===== config.mk =====
export PLATFORM = sky130hd
export DESIGN_NAME = rom_note_sequencer_flat
export DESIGN_NICKNAME = d
export VERILOG_FILES = /design/src/rtl/note_seq_pkg.sv /design/src/rtl/rom_note_sequencer_if.sv /design/src/rtl/note_tick_gen.sv /design/src/rtl/rom_note_sequencer.sv /design/src/flat_wrapper.sv
export SDC_FILE = /design/constraint.sdc
export NUM_CORES = 1
export LEC_CHECK = 0
export CORE_ASPECT_RATIO = 1.4
export CORE_MARGIN = 1
export CORE_UTILIZATION = 44
export DETAILED_ROUTE_END_ITERATION = 12
export PLACE_DENSITY = 0.72
export SLEW_MARGIN = 20
export SYNTH_ARGS = -nofsm -noshare
export SYNTH_HDL_FRONTEND = slang
export SYNTH_SLANG_ARGS = --single-unit
export TNS_END_PERCENT = 1

===== constraint.sdc =====
create_clock -name clk -period 2.7 [get_ports clk]
set_input_delay 0.405 -clock clk [delete_from_list [all_inputs] [get_ports clk]]
set_output_delay 0.405 -clock clk [all_outputs]
set_load 0.01 [all_outputs]

===== src/rtl/note_seq_pkg.sv =====
// Shared definitions for the ROM note sequencer: ROM word field positions
// and the playback FSM state encoding.
package note_seq_pkg;

    localparam int END_BIT    = 31;
    localparam int LOOP_BIT   = 30;
    localparam int DUR_LSB    = 20;
    localparam int PERIOD_LSB = 0;

    typedef enum logic [1:0] {
        IDLE  = 2'd0,
        FETCH = 2'd1,
        WAIT  = 2'd2,
        PLAY  = 2'd3
    } seq_state_t;

endpackage


===== src/rtl/rom_note_sequencer_if.sv =====
// Avalon-MM read-only port between the note sequencer (master) and the
// song ROM (slave); ROM read latency is one clock.
interface rom_note_sequencer_if #(
    parameter int ADDR_W = 9
);
    logic [ADDR_W-1:0] rom_address;
    logic              rom_chipselect;
    logic              rom_clken;
    logic [31:0]       rom_readdata;

    modport master (
        output rom_address,
        output rom_chipselect,
        output rom_clken,
        input  rom_readdata
    );

    modport slave (
        input  rom_address,
        input  rom_chipselect,
        input  rom_clken,
        output rom_readdata
    );
endinterface


===== src/rtl/note_tick_gen.sv =====
// Free-running duration-tick divider: one-cycle tick every TICK_DIV clocks,
// restarted from zero by a synchronous clear when a new note is loaded.
module note_tick_gen #(
    parameter int TICK_DIV = 50000
) (
    input  logic clk,
    input  logic reset,
    input  logic clr,
    output logic tick
);
    localparam int CNT_W = (TICK_DIV > 1) ? $clog2(TICK_DIV) : 1;
    localparam logic [CNT_W-1:0] LAST = CNT_W'(TICK_DIV - 1);

    logic [CNT_W-1:0] cnt_q;
    logic [CNT_W-1:0] cnt_d;

    assign tick = (cnt_q == LAST);

    always_comb begin
        cnt_d = cnt_q + 1'b1;
        if (clr || tick) begin
            cnt_d = '0;
        end
    end

    always_ff @(posedge clk or posedge reset) begin
        if (reset) begin
            cnt_q <= '0;
        end else begin
            cnt_q <= cnt_d;
        end
    end
endmodule


===== src/rtl/rom_note_sequencer.sv =====
// Walks the song ROM word by word, decoding each word into a tone half-period
// and a duration, and drives the tone generator for that many ticks.
module rom_note_sequencer
    import note_seq_pkg::*;
#(
    parameter int ADDR_W   = 9,
    parameter int PERIOD_W = 20,
    parameter int DUR_W    = 10,
    parameter int TICK_DIV = 50000
) (
    input  logic                clk,
    input  logic                reset,
    input  logic                start,
    input  logic                stop,
    input  logic [ADDR_W-1:0]   start_addr,
    rom_note_sequencer_if.master rom,
    output logic [PERIOD_W-1:0] tone_period,
    output logic                tone_en,
    output logic                busy,
    output logic                done
);
    seq_state_t          state_q, state_d;
    logic [ADDR_W-1:0]   addr_q, addr_d;
    logic [ADDR_W-1:0]   base_q, base_d;
    logic [PERIOD_W-1:0] period_q, period_d;
    logic [DUR_W-1:0]    dur_q, dur_d;
    logic                done_q, done_d;

    logic                tick;
    logic                tick_clr;

    logic                word_end;
    logic                word_loop;
    logic [DUR_W-1:0]    word_dur;
    logic [PERIOD_W-1:0] word_period;

    assign word_end    = rom.rom_readdata[END_BIT];
    assign word_loop   = rom.rom_readdata[LOOP_BIT];
    assign word_dur    = rom.rom_readdata[DUR_LSB +: DUR_W];
    assign word_period = rom.rom_readdata[PERIOD_LSB +: PERIOD_W];

    note_tick_gen #(
        .TICK_DIV (TICK_DIV)
    ) u_tick_gen (
        .clk   (clk),
        .reset (reset),
        .clr   (tick_clr),
        .tick  (tick)
    );

    always_comb begin
        state_d  = state_q;
        addr_d   = addr_q;
        base_d   = base_q;
        period_d = period_q;
        dur_d    = dur_q;
        done_d   = 1'b0;
        tick_clr = 1'b0;

        unique case (state_q)
            IDLE: begin
                if (start && !stop) begin
                    addr_d  = start_addr;
                    base_d  = start_addr;
                    state_d = FETCH;
                end
            end
            FETCH: begin
                state_d = WAIT;
            end
            WAIT: begin
                // END outranks LOOP; zero-duration words are skipped silently
                if (word_end) begin
                    period_d = '0;
                    done_d   = 1'b1;
                    state_d  = IDLE;
                end else if (word_loop) begin
                    addr_d  = base_q;
                    state_d = FETCH;
                end else if (word_dur == '0) begin
                    addr_d  = addr_q + 1'b1;
                    state_d = FETCH;
                end else begin
                    period_d = word_period;
                    dur_d    = word_dur;
                    tick_clr = 1'b1;
                    state_d  = PLAY;
                end
            end
            PLAY: begin
                if (tick) begin
                    if (dur_q == DUR_W'(1)) begin
                        dur_d   = '0;
                        addr_d  = addr_q + 1'b1;
                        state_d = FETCH;
                    end else begin
                        dur_d = dur_q - 1'b1;
                    end
                end
            end
            default: state_d = IDLE;
        endcase

        // Abort outranks everything else, including a same-cycle start or END
        if (stop && (state_q != IDLE)) begin
            state_d  = IDLE;
            period_d = '0;
            done_d   = 1'b0;
        end
    end

    always_ff @(posedge clk or posedge reset) begin
        if (reset) begin
            state_q  <= IDLE;
            addr_q   <= '0;
            base_q   <= '0;
            period_q <= '0;
            dur_q    <= '0;
            done_q   <= 1'b0;
        end else begin
            state_q  <= state_d;
            addr_q   <= addr_d;
            base_q   <= base_d;
            period_q <= period_d;
            dur_q    <= dur_d;
            done_q   <= done_d;
        end
    end

    assign rom.rom_address    = addr_q;
    assign rom.rom_chipselect = (state_q == FETCH);
    assign rom.rom_clken      = 1'b1;

    assign tone_period = period_q;
    assign tone_en     = (state_q == PLAY) && (period_q != '0);
    assign busy        = (state_q != IDLE);
    assign done        = done_q;
endmodule

===== src/flat_wrapper.sv =====
// flat-port wrapper written by rule: the top's interface ports become plain ports
module rom_note_sequencer_flat import note_seq_pkg::*;
#(
    parameter int ADDR_W   = 9,
    parameter int PERIOD_W = 20,
    parameter int DUR_W    = 10,
    parameter int TICK_DIV = 50000
)
  (clk, reset, start, stop, start_addr, tone_period, tone_en, busy, done, rom_rom_address, rom_rom_chipselect, rom_rom_clken, rom_rom_readdata);
  rom_note_sequencer_if #(.ADDR_W(ADDR_W)) rom_i ();
  input  logic clk;
  input  logic reset;
  input  logic start;
  input  logic stop;
  input  logic [ADDR_W-1:0] start_addr;
  output logic [PERIOD_W-1:0] tone_period;
  output logic tone_en;
  output logic busy;
  output logic done;
  output wire logic [$bits(rom_i.rom_address)-1:0] rom_rom_address;
  output wire logic [$bits(rom_i.rom_chipselect)-1:0] rom_rom_chipselect;
  output wire logic [$bits(rom_i.rom_clken)-1:0] rom_rom_clken;
  input wire logic [$bits(rom_i.rom_readdata)-1:0] rom_rom_readdata;
  assign rom_rom_address = rom_i.rom_address;
  assign rom_rom_chipselect = rom_i.rom_chipselect;
  assign rom_rom_clken = rom_i.rom_clken;
  assign rom_i.rom_readdata = rom_rom_readdata;
  rom_note_sequencer #(.ADDR_W(ADDR_W), .PERIOD_W(PERIOD_W), .DUR_W(DUR_W), .TICK_DIV(TICK_DIV)) u_core (.clk(clk), .reset(reset), .start(start), .stop(stop), .start_addr(start_addr), .rom(rom_i), .tone_period(tone_period), .tone_en(tone_en), .busy(busy), .done(done));
endmodule

==> impl_metrics.json, run 1 <==
{
  "syn_avg_cell_area_um2": 9.221,
  "fillers": 675,
  "synth_top_family_by_area": "simple AND/OR/NAND/NOR gates",
  "cts_hold_buffers": 0,
  "crit_type": "reg2out",
  "synthAdderAreaFrac_pct": 2.714,
  "synth-edff-count": 0,
  "clk_latency_ns": 0.33,
  "drt_first_pass_iters": 4,
  "final_layout_size_suffix_gt1_share_pct": 10.45,
  "grt_setup_unrepaired": "no",
  "syn_inst": 400,
  "drt-total-wl_um": 9486,
  "power_frac_comb_pct": 42.8,
  "ys.warnings.count": 0,
  "period_minus_slack_ns": 2.464,
  "start_util_pct": 45.26,
  "grt_max_degree": 68,
  "synthMuxAreaShare_pct": 5.190,
  "antenna_found_initial": 0,
  "powerDensity_mw_per_mm2": 1168,
  "start_kind": "flop",
  "avgRoutedWirePerCell_um": 16.08,
  "rows": 39,
  "route.detailed.drc": 0,
  "status": "completed",
  "total_power_uw": 5815,
  "die_w_um": 79.38,
  "cts_sinks": 67,
  "hpwl_um": 6865,
  "pwr-share-clk_pct": 21.8,
  "route.vias.total": 3380,
  "synthFlopType": "dfrtp_1",
  "yosysSeqAreaShare_pct": 45.45,
  "synthToLayoutAreaGrowth_pct": 34.97,
  "die_height_um": 110.3,
  "internal_power_uw": 3646,
  "cts_resized": 0,
  "io_buffers": 77,
  "synth_top_cells_by_area": "dfrtp_1 45%, nand2_1 5.9%, o21ai_0 4.7%, nor2_1 3.6%, mux2_2 2.7%",
  "worstPathMaxFanout": 19,
  "synth_top_area_cell": "dfrtp_1",
  "final.setup.tns_ns": 0,
  "critPathRequiredTime_ns": 2.30,
  "core-area_mm2": 0.008149,
  "clockRootBuffer": "clkbuf_16",
  "synth_compound_area_share_pct": 16.28,
  "max_freq_ghz": 0.4058,
  "die_area_mm2": 0.008758,
  "synth_cell_types": 53,
  "ys_seq_elements": 67,
  "hold_viol": 0,
  "synth_xor_xnor_area_share_pct": 3.562,
  "diodes": 0,
  "nNetsFinal": 536,
  "async_flop_share_pct": 100.0,
  "grt_pass1_vias": 3298,
  "finalMaxSlewViolations": 0,
  "ant_nets": 0,
  "grtUsageTotal_pct": 23.12,
  "synth_common_cells": "67 x dfrtp_1, 58 x nand2_1, 35 x nor2_1, 35 x o21ai_0, 17 x inv_1",
  "cts_buffers": 9,
  "synthMostInstantiatedCell": "dfrtp_1",
  "cp_slowest_cell": "clkdlybuf4s50_1",
  "htree_levels": 3,
  "crit_chain": "ha_1 > buf_4 > inv_1 > a31oi_1 > clkdlybuf4s50_1",
  "drv_cap": 0,
  "seq_power_share_pct": 35.4,
  "crit_buf_inv": 3,
  "netSwitchingFraction_pct": 37.29,
  "cp-end-kind": "output port",
  "grt_pass1_wl_um": 15530,
  "post_cts_buffers": 0,
  "gp_congestion": 0.9280,
  "clk_pin_slew_ns": 0.05,
  "ios": 79,
  "arrival_ns": 2.06,
  "synth_simple_gate_area_share_pct": 22.96,
  "fin_crit_sh_pct": 91.27,
  "p_sw_uw": 2168,
  "overflow": 0,
  "ir_drop_mv": 0.6271,
  "drt_iter0_markers": 136,
  "clock_path_buffers": 2,
  "cp_top_family": "buffers and inverters",
  "fin_skew_ns": 0.004634,
  "syn_nets": 453,
  "synth_area_mm2": 0.003689,
  "finalSetupViolations": 0,
  "cts_tree": "built",
  "viasPerCell": 5.729,
  "p_leak_uw": 0.002058,
  "yosys.area.top_type_share_pct": 45.45,
  "hold_class": "in2async",
  "max_stage_delay_ns": 0.57
}
## flip-flops by register name (all words and copies together), names as in the netlist
| signal | flops |
|---|---|
| u_core.u_tick_gen.cnt_q | 16 |
| u_core.state_q | 2 |
| u_core.rom.rom_address | 9 |
| u_core.done | 1 |
| u_core.base_q | 9 |
| u_core.tone_period | 20 |
| u_core.dur_q | 10 |
## area by class of cell
class	instances	area, um^2	area share, %
flip-flops and latches	67	1677	33.68
well taps	102	127.6	2.563
clock inverters	4	72.57	1.458
clock buffers	12	256.5	5.152
multi-input cells	298	1888	37.92
inverters	17	63.81	1.282
repair buffers	90	893.4	17.94
## cells in the final DEF (no fill, tap or decap), types with 8 or more instances in the layout
cell type	instances
a21oi_1	9
buf_4	11
nor3_1	11
clkdlybuf4s50_1	77
ha_1	8
nand2_1	58
nor4_1	10
nand3_1	14
o21ai_0	35
xor2_1	9
clkbuf_16	9
nor3b_1	8
dfrtp_1	67
mux2_2	9
nor2_1	35
inv_1	16
## worst min-delay path, stage by stage
cell	delay, ns
clkdlybuf4s50_1	0.41
inv_2	0.07
buf_12	0.30
## power groups by stage
stage	Sequential, uW	Combinational (uW)	Clock (uW)
2_1_floorplan	2010	1450	0
3_3_place_gp	2040	2420	0
3_5_place_dp	2050	2480	0
4_1_cts	2050	2510	1290
5_1_grt	2130	2750	1330
6_report	2060	2490	1270
## logic make-up after synthesis
kind of cell	after synthesis
compound gates	89
xor+xnor	15
fa+ha+maj	8
buf+inv	35
flops	67
mux	16
other cells	1
simple gates	169
## stage by stage
stage               worst slack (ns)  instance area [um^2]  util, %  hold WS, ns  instances
floorplan                     0.4648                  3689        -       0.4573        400
global placement              0.1640                  4649    57.06       0.4772        574
detailed placement            0.1121                  4649    57.06       0.4932        574
CTS                           0.2218                  4979    61.09       0.4857        590
global route                 0.08136                  4979    61.09       0.5250        590
finish                        0.2356                  4979    61.09       0.4590        590
## path summary, 6_finish.rpt
check                           slack, ns                          start                               endpoint  cells after the start
worst max-delay path                 0.24  u_core.state_q[0]$_DFFE_PP0P_                                tone_en                      5
worst max register to register       0.28    u_core.dur_q[6]$_DFFE_PP0P_  u_core.rom.rom_address[0]$_DFFE_PP0P_                      5
min in group clk                     0.50   u_core.base_q[6]$_DFFE_PP0P_           u_core.base_q[6]$_DFFE_PP0P_                      1
max in group asynchronous            1.95                          reset     u_core.tone_period[18]$_DFFE_PP0P_                      3
worst min register to register       0.50   u_core.base_q[6]$_DFFE_PP0P_           u_core.base_q[6]$_DFFE_PP0P_                      1
worst min-delay path                 0.46                          reset      u_core.tone_period[6]$_DFFE_PP0P_                      3
## per-layer routing
| layer | up-vias | global-route usage [%] | wire (um) |
|---|---|---|---|
| li1 | 1603 | - | - |
| met1 | 1612 | 25.84 | 3716 |
| met2 | 136 | 41.81 | 4956 |
| met3 | 29 | 4.033 | 471 |
| met4 | 0 | 11.95 | 341 |
| met5 | - | 0 | 0 |
No activity file was read; power rests on OpenSTA's default activity.
==> run 2: changes to the inputs <==
CORE_MARGIN = unset   (was 1)
HOLD_SLACK_MARGIN = 0.08   (was unset)
SETUP_SLACK_MARGIN = 0.3   (was unset)
==> impl_metrics.json, run 2 (synthesized netlist as in run 1, its figures left out) <==
{
  "met3_length_um": 445,
  "io_buffers": 77,
  "clk_latency_ns": 0.33,
  "layout_commonest_cell": "clkdlybuf4s50_1",
  "fillers": 673,
  "hpwl_um": 6865,
  "met1_length_um": 3723,
  "synthToLayoutAreaGrowth_pct": 35.18,
  "final.setup.tns_ns": 0,
  "status": "completed",
  "route.detailed.drc": 0,
  "arrival_ns": 2.64,
  "top_layer_used": "met4",
  "grt_pass1_wl_um": 15530,
  "crit_chain": "or4_1 > nor2_1 > a31oi_4 > nor3_4 > mux2_4",
  "register_area_mm2": 0.001678,
  "period_minus_slack_ns": 2.428,
  "crit_type": "reg2reg",
  "finalSetupViolations": 0,
  "clockRootBuffer": "clkbuf_16",
  "fin_crit_sh_pct": 89.92,
  "grt_max_degree": 68,
  "route.vias.total": 3375,
  "hold_class": "in2async",
  "r2r_end": "u_core.rom.rom_address[0]$_DFFE_PP0P_",
  "start_kind": "flop",
  "clk_pin_slew_ns": 0.05,
  "crit_buf_inv": 0,
  "drv_cap": 0,
  "dp_slack_ns": 0.1121,
  "max_stage_delay_ns": 0.65,
  "wl_met2_um": 5014,
  "layout_setup_ws_ns": 0.2722,
  "drt_first_pass_iters": 4,
  "cts_sinks": 67,
  "total_power_uw": 5823,
  "final_core_util_pct": 61.19,
  "cts_tree": "built",
  "max_freq_ghz": 0.4119,
  "drt-total-wl_um": 9514,
  "cp_slowest_cell": "or4_1",
  "netSwitchingFraction_pct": 37.32,
  "die_w_um": 79.38,
  "core-area_mm2": 0.008149,
  "internal_power_uw": 3650,
  "post_cts_buffers": 0,
  "die_area_mm2": 0.008758,
  "ir_drop_mv": 0.6276,
  "p_sw_uw": 2173,
  "r2r_start": "u_core.dur_q[6]$_DFFE_PP0P_",
  "cp-end-kind": "flop",
  "ios": 79,
  "grt_setup_unrepaired": "yes",
  "pwr-share-clk_pct": 21.7,
  "finalMaxSlewViolations": 0,
  "final_layout_size_suffix_gt1_share_pct": 10.66,
  "nNetsFinal": 536,
  "overflow": 0,
  "reg2reg_setup_slack_ns": 0.27,
  "diodes": 0,
  "hold_viol": 0,
  "avgRoutedWirePerCell_um": 16.13,
  "power_frac_comb_pct": 42.9,
  "powerDensity_mw_per_mm2": 1168,
  "critPathRequiredTime_ns": 2.91,
  "viasPerCell": 5.720,
  "worstPathMaxFanout": 9,
  "cts_buffers": 9,
  "gp_congestion": 0.9280,
  "grtUsageTotal_pct": 23.14,
  "p_leak_uw": 0.002076,
  "reg2reg_depth": 5,
  "drt_iter0_markers": 122,
  "final_area_mm2": 0.004986,
  "clock_path_buffers": 2,
  "ant_nets": 0,
  "post_dp_cell_area_mm2": 0.004649,
  "antenna_found_initial": 0,
  "largest_register_ffs": 20,
  "multi_input_area_mm2": 0.001888,
  "rows": 39,
  "fin_skew_ns": 0.005109,
  "start_util_pct": 45.26,
  "mostFrequentLayoutCells": "76 x clkdlybuf4s50_1, 66 x dfrtp_1, 58 x nand2_1",
  "die_height_um": 110.3,
  "htree_levels": 3,
  "grt_pass1_vias": 3296,
  "seq_power_share_pct": 35.4,
  "cp_top_family": "simple AND/OR/NAND/NOR gates"
}
==> run 2: cell count changes in the layout (fill, tap and decap cells not counted), sizes merged <==
cell and change:
clkdlybuf4s50 -1, dlymetal6s2s +1
==> run 2: power by group through the flow <==
stage	Combinational (uW)	Clock [uW]	Sequential, uW
detailed placement	2480	0	2050
CTS	2510	1290	2050
global route	2750	1330	2130
global placement	2420	0	2040
finish	2500	1270	2060
floorplan	1450	0	2010
==> run 2: timing repair <==
action / in CTS / in global routing
pin swaps: 0 / 0
hold buffers: 0 / 0
gates resized for setup: 2 / 1
setup endpoints to repair: 5 / 5
==> run 2: worst max path at each step <==
stage,startpoint,to,cells past startpoint
global placement,rom_rom_readdata[22],u_core.rom.rom_address[0]$_DFFE_PP0P_,6
detailed placement,rom_rom_readdata[22],u_core.rom.rom_address[0]$_DFFE_PP0P_,6
finish,u_core.dur_q[6]$_DFFE_PP0P_,u_core.rom.rom_address[0]$_DFFE_PP0P_,5
global route,u_core.u_tick_gen.cnt_q[0]$_DFF_PP0_,u_core.rom.rom_address[0]$_DFFE_PP0P_,6
floorplan,u_core.u_tick_gen.cnt_q[11]$_DFF_PP0_,u_core.rom.rom_address[4]$_DFFE_PP0P_,5
CTS,u_core.u_tick_gen.cnt_q[10]$_DFF_PP0_,u_core.rom.rom_address[0]$_DFFE_PP0P_,5
==> run 2: worst reg2reg max path: stages (launching register included) <==
cell,delay (ns)
dfrtp_1,0.41
or4_1,0.65
nor2_1,0.31
a31oi_4,0.22
nor3_4,0.38
mux2_4,0.34
==> run 2: metal layers <==
metal  vias up  track usage, %
met4         0           11.95
li1       1602               -
met1      1621           25.79
met5         -               0
met3        28           4.033
met2       124           41.93
==> run 2: layout make-up <==
| class | instances | area share, % |
|---|---|---|
| Multi-Input combinational cell | 298 | 37.87 |
| Inverter | 17 | 1.280 |
| Clock buffer | 12 | 5.144 |
| Clock inverter | 4 | 1.455 |
| Tap cell | 102 | 2.560 |
| Sequential cell | 67 | 33.65 |
| Timing Repair Buffer | 90 | 18.04 |
==> run 2: stage by stage <==
stage	hold WS, ns	instances
after floorplan	0.4573	400
after global placement	0.4772	574
after detailed placement	0.4932	574
after CTS	0.4857	590
after global routing	0.5250	590
final	0.4578	590
